## src/rtl/link_sync_ctrl_pkg.sv

```systemverilog
// Shared PHY link definitions: comma symbol, link state encoding and a
// saturating 8-bit increment used by the link counters.
package link_sync_ctrl_pkg;

  localparam logic [7:0] COM_SYMBOL = 8'hBC;

  typedef enum logic [1:0] {
    ST_DOWN    = 2'd0,
    ST_TRAIN   = 2'd1,
    ST_UP      = 2'd2,
    ST_RECOVER = 2'd3
  } link_state_e;

  function automatic logic [7:0] sat_inc8(input logic [7:0] v);
    return (v == 8'hFF) ? v : v + 8'd1;
  endfunction

endpackage

```

## src/rtl/link_sync_ctrl_com_run_counter.sv

```systemverilog
// Saturating run length of consecutive received COM bytes, with a synchronous
// clear and a flag that is high once the run has reached THRESH.
module com_run_counter
  import link_sync_ctrl_pkg::*;
#(
  parameter int unsigned THRESH = 4
) (
  input  logic       i_clk,
  input  logic       i_rst_n,
  input  logic       i_clear,
  input  logic       i_byte_vld,
  input  logic [7:0] i_byte,
  output logic       o_at_thresh
);

  localparam logic [7:0] THRESH_W = 8'(THRESH);

  logic [7:0] r_run;

  // Idle cycles (no valid byte) neither extend nor break the run.
  always_ff @(posedge i_clk or negedge i_rst_n) begin
    if (!i_rst_n) begin
      r_run <= 8'd0;
    end else if (i_clear) begin
      r_run <= 8'd0;
    end else if (i_byte_vld) begin
      r_run <= (i_byte == COM_SYMBOL) ? sat_inc8(r_run) : 8'd0;
    end
  end

  assign o_at_thresh = (r_run >= THRESH_W);

endmodule

```

## src/rtl/link_sync_ctrl.sv

```systemverilog
// Link sequencer: trains with COM symbols until both directions align, then
// muxes upstream bytes with COM idle fill and forwards non-COM receive bytes.
module link_sync_ctrl
  import link_sync_ctrl_pkg::*;
#(
  parameter int unsigned LOCK_COUNT      = 4,
  parameter int unsigned TRAIN_TX        = 8,
  parameter int unsigned MAX_GAP         = 64,
  parameter int unsigned RECOVER_TIMEOUT = 128
) (
  input  logic       clk_4f,
  input  logic       reset,
  input  logic       rx_active,
  input  logic       rx_valid,
  input  logic [7:0] rx_data,
  input  logic       tx_req_valid,
  input  logic [7:0] tx_req_data,
  output logic       tx_req_ready,
  output logic       tx_valid,
  output logic [7:0] tx_data,
  output logic       rx_out_valid,
  output logic [7:0] rx_out_data,
  output logic       link_up,
  output logic [1:0] link_state,
  output logic [7:0] err_count
);

  localparam logic [7:0] TRAIN_TX_W = 8'(TRAIN_TX);
  localparam logic [7:0] MAX_GAP_W  = 8'(MAX_GAP);
  localparam logic [7:0] REC_TO_W   = 8'(RECOVER_TIMEOUT);

  link_state_e r_state;
  link_state_e w_state_nxt;
  logic [7:0]  r_tx_com_cnt;
  logic [7:0]  r_gap_cnt;
  logic [7:0]  r_rec_cnt;
  logic [7:0]  r_err_count;
  logic        r_tx_req_ready;
  logic        r_link_up;
  logic        r_tx_valid;
  logic [7:0]  r_tx_data;
  logic        r_rx_out_valid;
  logic [7:0]  r_rx_out_data;

  logic        w_rx_com;
  logic        w_rx_lock;
  logic        w_run_clear;
  logic        w_accept;
  logic [7:0]  w_gap_inc;
  logic [7:0]  w_rec_inc;
  logic        w_gap_hit;
  logic        w_rec_hit;
  logic        w_tx_train_done;
  logic        w_tx_valid_nxt;
  logic [7:0]  w_tx_data_nxt;
  logic        w_rx_fwd;

  assign w_rx_com        = rx_valid && (rx_data == COM_SYMBOL);
  assign w_accept        = tx_req_valid && r_tx_req_ready;
  assign w_gap_inc       = sat_inc8(r_gap_cnt);
  assign w_gap_hit       = !w_rx_com && (w_gap_inc >= MAX_GAP_W);
  assign w_rec_inc       = sat_inc8(r_rec_cnt);
  assign w_rec_hit       = (w_rec_inc >= REC_TO_W);
  assign w_tx_train_done = (r_tx_com_cnt >= TRAIN_TX_W);
  // Holding the run clear outside TRAIN/RECOVER makes it start from zero on entry.
  assign w_run_clear     = (r_state == ST_DOWN) || (r_state == ST_UP);

  com_run_counter #(
    .THRESH (LOCK_COUNT)
  ) u_rx_run (
    .i_clk       (clk_4f),
    .i_rst_n     (reset),
    .i_clear     (w_run_clear),
    .i_byte_vld  (rx_valid),
    .i_byte      (rx_data),
    .o_at_thresh (w_rx_lock)
  );

  always_comb begin
    w_state_nxt    = r_state;
    w_tx_valid_nxt = 1'b0;
    w_tx_data_nxt  = 8'h00;
    w_rx_fwd       = 1'b0;
    case (r_state)
      ST_DOWN: begin
        if (rx_active) w_state_nxt = ST_TRAIN;
      end
      ST_TRAIN: begin
        w_tx_valid_nxt = 1'b1;
        w_tx_data_nxt  = COM_SYMBOL;
        if (w_tx_train_done && w_rx_lock) w_state_nxt = ST_UP;
      end
      ST_UP: begin
        w_tx_valid_nxt = 1'b1;
        w_tx_data_nxt  = w_accept ? tx_req_data : COM_SYMBOL;
        w_rx_fwd       = rx_valid && !w_rx_com;
        if (w_gap_hit) w_state_nxt = ST_RECOVER;
      end
      ST_RECOVER: begin
        w_tx_valid_nxt = 1'b1;
        w_tx_data_nxt  = COM_SYMBOL;
        if (w_rx_lock)      w_state_nxt = ST_UP;
        else if (w_rec_hit) w_state_nxt = ST_DOWN;
      end
      default: w_state_nxt = ST_DOWN;
    endcase
    // Losing the receive path overrides every other transition.
    if ((r_state != ST_DOWN) && !rx_active) w_state_nxt = ST_DOWN;
  end

  always_ff @(posedge clk_4f or negedge reset) begin
    if (!reset) begin
      r_state        <= ST_DOWN;
      r_tx_com_cnt   <= 8'd0;
      r_gap_cnt      <= 8'd0;
      r_rec_cnt      <= 8'd0;
      r_err_count    <= 8'd0;
      r_tx_req_ready <= 1'b0;
      r_link_up      <= 1'b0;
    end else begin
      r_state        <= w_state_nxt;
      r_tx_req_ready <= (w_state_nxt == ST_UP);
      r_link_up      <= (w_state_nxt == ST_UP);

      if (r_state == ST_DOWN)       r_tx_com_cnt <= 8'd0;
      else if (r_state == ST_TRAIN) r_tx_com_cnt <= sat_inc8(r_tx_com_cnt);

      if (r_state != ST_UP) r_gap_cnt <= 8'd0;
      else                  r_gap_cnt <= w_rx_com ? 8'd0 : w_gap_inc;

      if (r_state != ST_RECOVER) r_rec_cnt <= 8'd0;
      else                       r_rec_cnt <= w_rec_inc;

      if ((r_state == ST_UP) && (w_state_nxt == ST_RECOVER))
        r_err_count <= sat_inc8(r_err_count);
    end
  end

  // Lane outputs follow the present state one cycle later, so a byte accepted
  // or received in the last UP cycle still leaves on the next cycle.
  always_ff @(posedge clk_4f or negedge reset) begin
    if (!reset) begin
      r_tx_valid     <= 1'b0;
      r_tx_data      <= 8'h00;
      r_rx_out_valid <= 1'b0;
      r_rx_out_data  <= 8'h00;
    end else begin
      r_tx_valid     <= w_tx_valid_nxt;
      r_tx_data      <= w_tx_data_nxt;
      r_rx_out_valid <= w_rx_fwd;
      if (w_rx_fwd) r_rx_out_data <= rx_data;
    end
  end

  assign tx_req_ready = r_tx_req_ready;
  assign link_up      = r_link_up;
  assign link_state   = r_state;
  assign err_count    = r_err_count;
  assign tx_valid     = r_tx_valid;
  assign tx_data      = r_tx_data;
  assign rx_out_valid = r_rx_out_valid;
  assign rx_out_data  = r_rx_out_data;

endmodule
```

## config.mk

```make
export PLATFORM = sky130hd
export DESIGN_NAME = link_sync_ctrl
export DESIGN_NICKNAME = d
export VERILOG_FILES = /design/src/rtl/link_sync_ctrl_pkg.sv /design/src/rtl/link_sync_ctrl_com_run_counter.sv /design/src/rtl/link_sync_ctrl.sv
export SDC_FILE = /design/constraint.sdc
export NUM_CORES = 1
export LEC_CHECK = 0
export CORE_ASPECT_RATIO = 2
export CORE_MARGIN = 4
export CORE_UTILIZATION = 43
export DETAILED_ROUTE_END_ITERATION = 10
export HOLD_SLACK_MARGIN = 0.05
export PLACE_DENSITY = 0.75
export RECOVER_POWER = 100
export SLEW_MARGIN = 20
export SYNTH_ARGS = -nofsm -noshare
export SYNTH_HDL_FRONTEND = slang
export SYNTH_SLANG_ARGS = --single-unit
```

## constraint.sdc

```tcl
create_clock -name clk_4f -period 2.6 [get_ports clk_4f]
set_input_delay 0.39 -clock clk_4f [delete_from_list [all_inputs] [get_ports clk_4f]]
set_output_delay 0.39 -clock clk_4f [all_outputs]
set_load 0.05 [all_outputs]
```

### Word-level counts from Yosys, hierarchy flattened

Index checks and enable logic that the tools add are counted.

| cells by class | value |
|---|---|
| $add $sub $neg | 5 |
| $lt $le $gt $ge | 4 |
| eq/ne operators | 15 |
| multiplexer cells | 23 |
| bitwise operators | 1 |
| reductions and logical operators | 19 |

Operator list:

| cell | count |
|---|---|
| 8-bit two-way mux | 13 |
| 8-bit equality test, second input constant | 6 |
| 8-bit by 1-bit adder with 8-bit output, second input constant | 5 |
| 8-bit one-hot mux with 2 select lines | 1 |
| 2-bit two-way mux | 6 |
| 2-bit equality test, second input constant | 4 |
| 8-bit by 3-bit greater-or-equal comparator with 1-bit output, second input constant | 1 |
| 8-bit by 4-bit greater-or-equal comparator with 1-bit output, second input constant | 1 |
| 8-bit by 7-bit greater-or-equal comparator with 1-bit output, second input constant | 1 |
| 8-bit greater-or-equal comparator, second input constant | 1 |
| 2-bit one-hot mux with 4 select lines | 1 |
| 1-bit logical AND | 7 |
| 2-bit inequality test, second input constant | 3 |
| 2-bit AND reduction | 3 |
| 2-bit nonzero test | 3 |
| 3-bit by 2-bit inequality test with 1-bit output, second input constant | 1 |
| 3-bit OR reduction | 1 |
| 2-bit by 1-bit equality test with 1-bit output, second input constant | 1 |
| 1-bit zero test | 2 |
| 2-bit zero test | 1 |
| 1-bit two-way mux | 2 |
| 2-bit OR reduction | 1 |
| 1-bit logical OR | 1 |
| 1-bit inverter | 1 |

| word-level totals | value |
|---|---|
| register bits | 61 |
| bits of input ports | 21 |
| output and inout bits | 30 |
| logic and storage cells | 78 |

### Longest topological paths before layout

Gate-level depths: netlist of run 1.

| logic depth | value |
|---|---|
| depth after elaboration | 10 |
| gate-level depth with buffers | 8 |
| depth with buffers taken out | 6 |

### Hierarchy

From an unflattened synthesis of run 1, not the netlist that was laid out.

| unflattened totals | value |
|---|---|
| cells, all modules | 290 |
| area total of the unflattened synthesis | 3136.8 µm² |

By module, submodules not included:

| module | times used | cells each | area an instance (µm²) | sequential area each (µm²) |
|---|---|---|---|---|
| link_sync_ctrl | 1 | 230 | 2541.2 | 1326.3 |
| com_run_counter | 1 | 60 | 595.6 | 200.2 |

### Least setup slack after synthesis of run 1

OpenSTA, ideal clock, no wires.

| timing path | value |
|---|---|
| path type | register to register |
| start point | reg r_state[0] (netlist: link_state[0]) |
| end point | reg r_err_count[7] (netlist: err_count[7]) |
| setup time | 0.128 ns |
| arrival time | 2.039 ns |
| required time | 2.472 ns |
| slack | 0.434 ns |
| stages on the path, launching flop included | 8 |
| buffers on the path | 2 |
| clock period less this slack | 2.166 ns |
| path through | dfrtp_1 > nand2b_4 > a41o_1 > buf_6 > a211o_1 > buf_6 > nor3_2 > mux2_1 |

| between the ends | value |
|---|---|
| cells in the longest elaborated chain, start to end | 7 |
| elaborated cells between the ends (all ways) | 16 |
| those cells by class | eq/ne (4); mux (7); reduce/logical (5) |

RTL lines:

| element | RTL line | RTL |
|---|---|---|
| start, declared | link_sync_ctrl.sv:32 | `link_state_e r_state;` |
| start signal, assigned | link_sync_ctrl.sv:121 | `r_state <= w_state_nxt;` |
| 2-bit two-way mux | link_sync_ctrl.sv:103 | `else if (w_rec_hit) w_state_nxt = ST_DOWN;` |
| 2-bit two-way mux | link_sync_ctrl.sv:102 | `if (w_rx_lock) w_state_nxt = ST_UP;` |
| 2-bit one-hot mux with 4 select lines | link_sync_ctrl.sv:84 | `case (r_state)` |
| 2-bit two-way mux | link_sync_ctrl.sv:108 | `if ((r_state != ST_DOWN) && !rx_active) w_state_nxt = ST_DOWN;` |
| 2-bit equality test | link_sync_ctrl.sv:134 | `if ((r_state == ST_UP) && (w_state_nxt == ST_RECOVER))` |
| 1-bit logical AND (*) | link_sync_ctrl.sv:134 |  |
| 2-bit AND reduction (no line) (*) | n/a |  |
| end signal, assigned | link_sync_ctrl.sv:135 | `r_err_count <= sat_inc8(r_err_count);` |
| end, declared | link_sync_ctrl.sv:37 | `logic [7:0] r_err_count;` |

Mark *: on every way between the ends. The rest lies on a longest branch, timed or not.
A chain may end at the register's enable or synchronous reset.

### Worst setup path in the final report of run 1

| timing path | value |
|---|---|
| start point | reg r_state[1] (netlist: link_state[1]) |
| end point | out link_state[1] |

RTL lines:

| element | RTL line | RTL |
|---|---|---|
| end, declared | link_sync_ctrl.sv:24 | `output logic [1:0] link_state,` |

No word-level cell between the ends.

==> results of run 1 <==
-- metal layers --
metal | vias up | wire (um) | GRT usage (%)
met3 | 15 | 306 | 4.55
met4 | 0 | 180 | 8.86
met2 | 70 | 3600 | 29.6
li1 | 1120 | - | -
met1 | 1133 | 2480 | 19.2
met5 | - | 0 | 0
-- cell families (layout without fill, tap and decap cells) --
family / after synthesis / count (layout)
AND/OR/NAND/NOR: 120 / 120
flip-flops: 61 / 61
AO/OA/AOI/OAI: 40 / 40
XOR/XNOR: 17 / 17
buffers and inverters: 17 / 83
multiplexers: 16 / 16
adder cells (fa/ha/maj): 7 / 7
-- sequential cells by signal (all words and copies together) (netlist names) --
signal          cells
err_count           8
link_state          2
link_up             1
r_gap_cnt           8
r_rec_cnt           8
r_tx_com_cnt        8
rx_out_data         8
rx_out_valid        1
tx_data             8
tx_valid            1
u_rx_run.r_run      8
-- synthesized netlist by cell type (all sizes together), types with 3 or more instances --
cell type   n
xor2       14
mux2i       5
nor3       11
inv         9
a31oi       4
nand2b     10
and3       16
nor2b       4
ha          7
nand2      14
nand3      18
mux2       11
nor2       25
clkbuf      5
a21oi       6
nand4      10
dfrtp      61
buf         3
xnor2       3
o21ai      16
-- report_power, final --
group | leakage [nW] | switching (mW) | internal, mW
Clock | 0.150 | 0.395 | 0.793
Combinational | 0.855 | 0.132 | 0.0744
Sequential | 0.822 | 0.0141 | 0.975
-- timing repair --
| action | CTS | global route |
|---|---|---|
| setup buffers | 0 | 0 |
| hold buffers | 1 | 0 |
| endpoints found under the hold margin | 2 | 0 |
-- area by class of cell --
class | instances | area [um^2]
clock inverter | 3 | 43.8
multi-input combinational | 200 | 1330
sequential | 61 | 1530
fill | 590 | 2830
timing repair buffer | 58 | 547
tap | 88 | 110
clock buffer | 13 | 260
inverter | 9 | 33.8
-- path summary, 6_finish.rpt --
check	to	depth (start not counted)
worst max-delay path	link_state[1]	2
worst min-delay path	r_tx_com_cnt[0]$_DFFE_PN0P_	2
worst max register to register	err_count[6]$_DFFE_PN0P_	6
worst min register to register	rx_out_data[4]$_DFFE_PN0P_	1
max in group asynchronous	rx_out_data[2]$_DFFE_PN0P_	3
min in group clk_4f	rx_out_data[4]$_DFFE_PN0P_	1
==> results.md, run 1 <==
- Largest net degree at the start of global routing: 34
- Leak Pwr: 1.83 nW
- Crit path from: link_state[1]$_DFF_PN0_
- Mapped Area: 2980 um^2
- Xor/xnor cell area share of the yosys netlist: 5.00%
- Drc violations: 0
- ANT cells: 0
- DR vias/cell: 5.41
- Initial antenna violation count: 0
- Fin Hold WS: 0.415 ns
- Status: completed
- Dpl cell area: 3580 um^2
- Slew HR: 11.1%
- Cell Pwr Density: 619 nW/um^2
- Arrival time worst endpoint: 1.82 ns
- Pre-antenna DRT Iters: 4
- Cell count after synthesis: 278
- Setup-failing EPs final: 0
- Clk root buf: clkbuf_16
- Leading area contributor after synthesis: dfrtp_1
- Setup Skew: 0.00509 ns
- Max Slew Vio Count: 0
- Syn Nets: 306
- Main combinational cell family by area after synthesis: simple AND/OR/NAND/NOR gates
- Layout Nets: 367
- Count of state elements after synthesis: 61
- CP endpoint kind: output port
- Critical Path RT: 2.21 ns
- Buffers plus inverters on the worst setup path: 2
- Unique cell type count in the Yosys netlist: 45
- Tot Pwr: 2.38 mW
- PnR worst setup slack: 0.386 ns
- Synth Area per Inst: 10.7 um^2
- Adder-cell share of the synthesized area: 2.94%
- Synth warn: 0
- Die area: 8400 um^2
- Die H: 126 um
- Post-route cell area: 3850 um^2
- Initial Util: 44.6%
- Setup Crit Path Kind: reg -> out
- Layout area overhead: 29.3%
- Cell Rows: 42
- Number of global-route vias before repair: 2413
- Slowest stage cell, crit path: dlygate4sd3_1
- Post-route non-filler standard cell count: 432
- Top-Level Pins: 51
- CP delay by family, top: buffers and inverters
- Synth top area cells: dfrtp_1, xor2_1, and3_1
- Synth top area share: 51.3%
- Reg2reg start: r_gap_cnt[0]$_DFF_PN0_
- I/O Buffers: 50
- RSZ-0062 raised after global routing: no
- Dpl ws: 0.144 ns
- Antenna Violating Nets Remaining: 0
- Core area: 6670 um^2
- Highest-count cells in the layout ignoring fill and taps: dfrtp_1, dlygate4sd3_1, nor2_1
- Period utilisation layout: 85.2%
- Ys flop type: dfrtp_1
- Hold Crit Class: in -> async
- First-pass GRT wire length: 11000 um
- GRT Resource Usage Total: 17.4%
- CTS tree: done
- Routed WL: 6570 um
- H-tree depth: 3
- Most common cell after layout, fill and taps aside: dfrtp_1
- Pin slew with the least headroom to its limit: 1.33 ns
- Clk sinks: 61
- R2R setup slack: 0.44 ns
- Post-synth EDFFs: 0
- Later-pin clock latency in the skew report: 0.33 ns
- CP peak stage delay: 0.90 ns
- GPL Wtd Cong: 0.897
- Synth Area in Simple Gates: 23.1%
- Time the worst path needs with I/O delays and setup: 2.21 ns
- Longest Clk Path Bufs: 2
- Clock transition at path regs: 0.05 ns
- Crit-path cells: buf_4 > dlygate4sd3_1
- CTS-repair resized insts: 0
- Total negative slack: 0 ns
- Compound-Gate Fraction of Synth Area: 9.04%
- Async set-reset flop share out of synthesis: 100%
- Sequential fraction of the synthesis area: 51.3%
- Die width: 66.8 um
- Avg WL per Cell: 15.2 um
- Detailed Place HPWL: 4950 um
- Placed cells: 415
- Crit path launch type: register
- CTS Buf Count: 9
- Mux cell area share after synthesis: 5.85%
- Share of cells above drive strength 1: 9.01%
- Max-cap violations: 0
- Initial DRC count: 124
- FMAX: 452 MHz
- Fin. Hold Viols: 0
- Peak supply drop: 473 uV
- Total number of vias: 2338
- Global route overflow: 0
- CP Max Fanout: 14
- Fin util: 57.6%
Power figures use the tool's default switching activity.
==> inputs of run 2 (changes only) <==
- HOLD_SLACK_MARGIN: 0.05 -> default
==> results of run 2 <==
The final DEF is identical to that of run 1; final timing and power are the same.
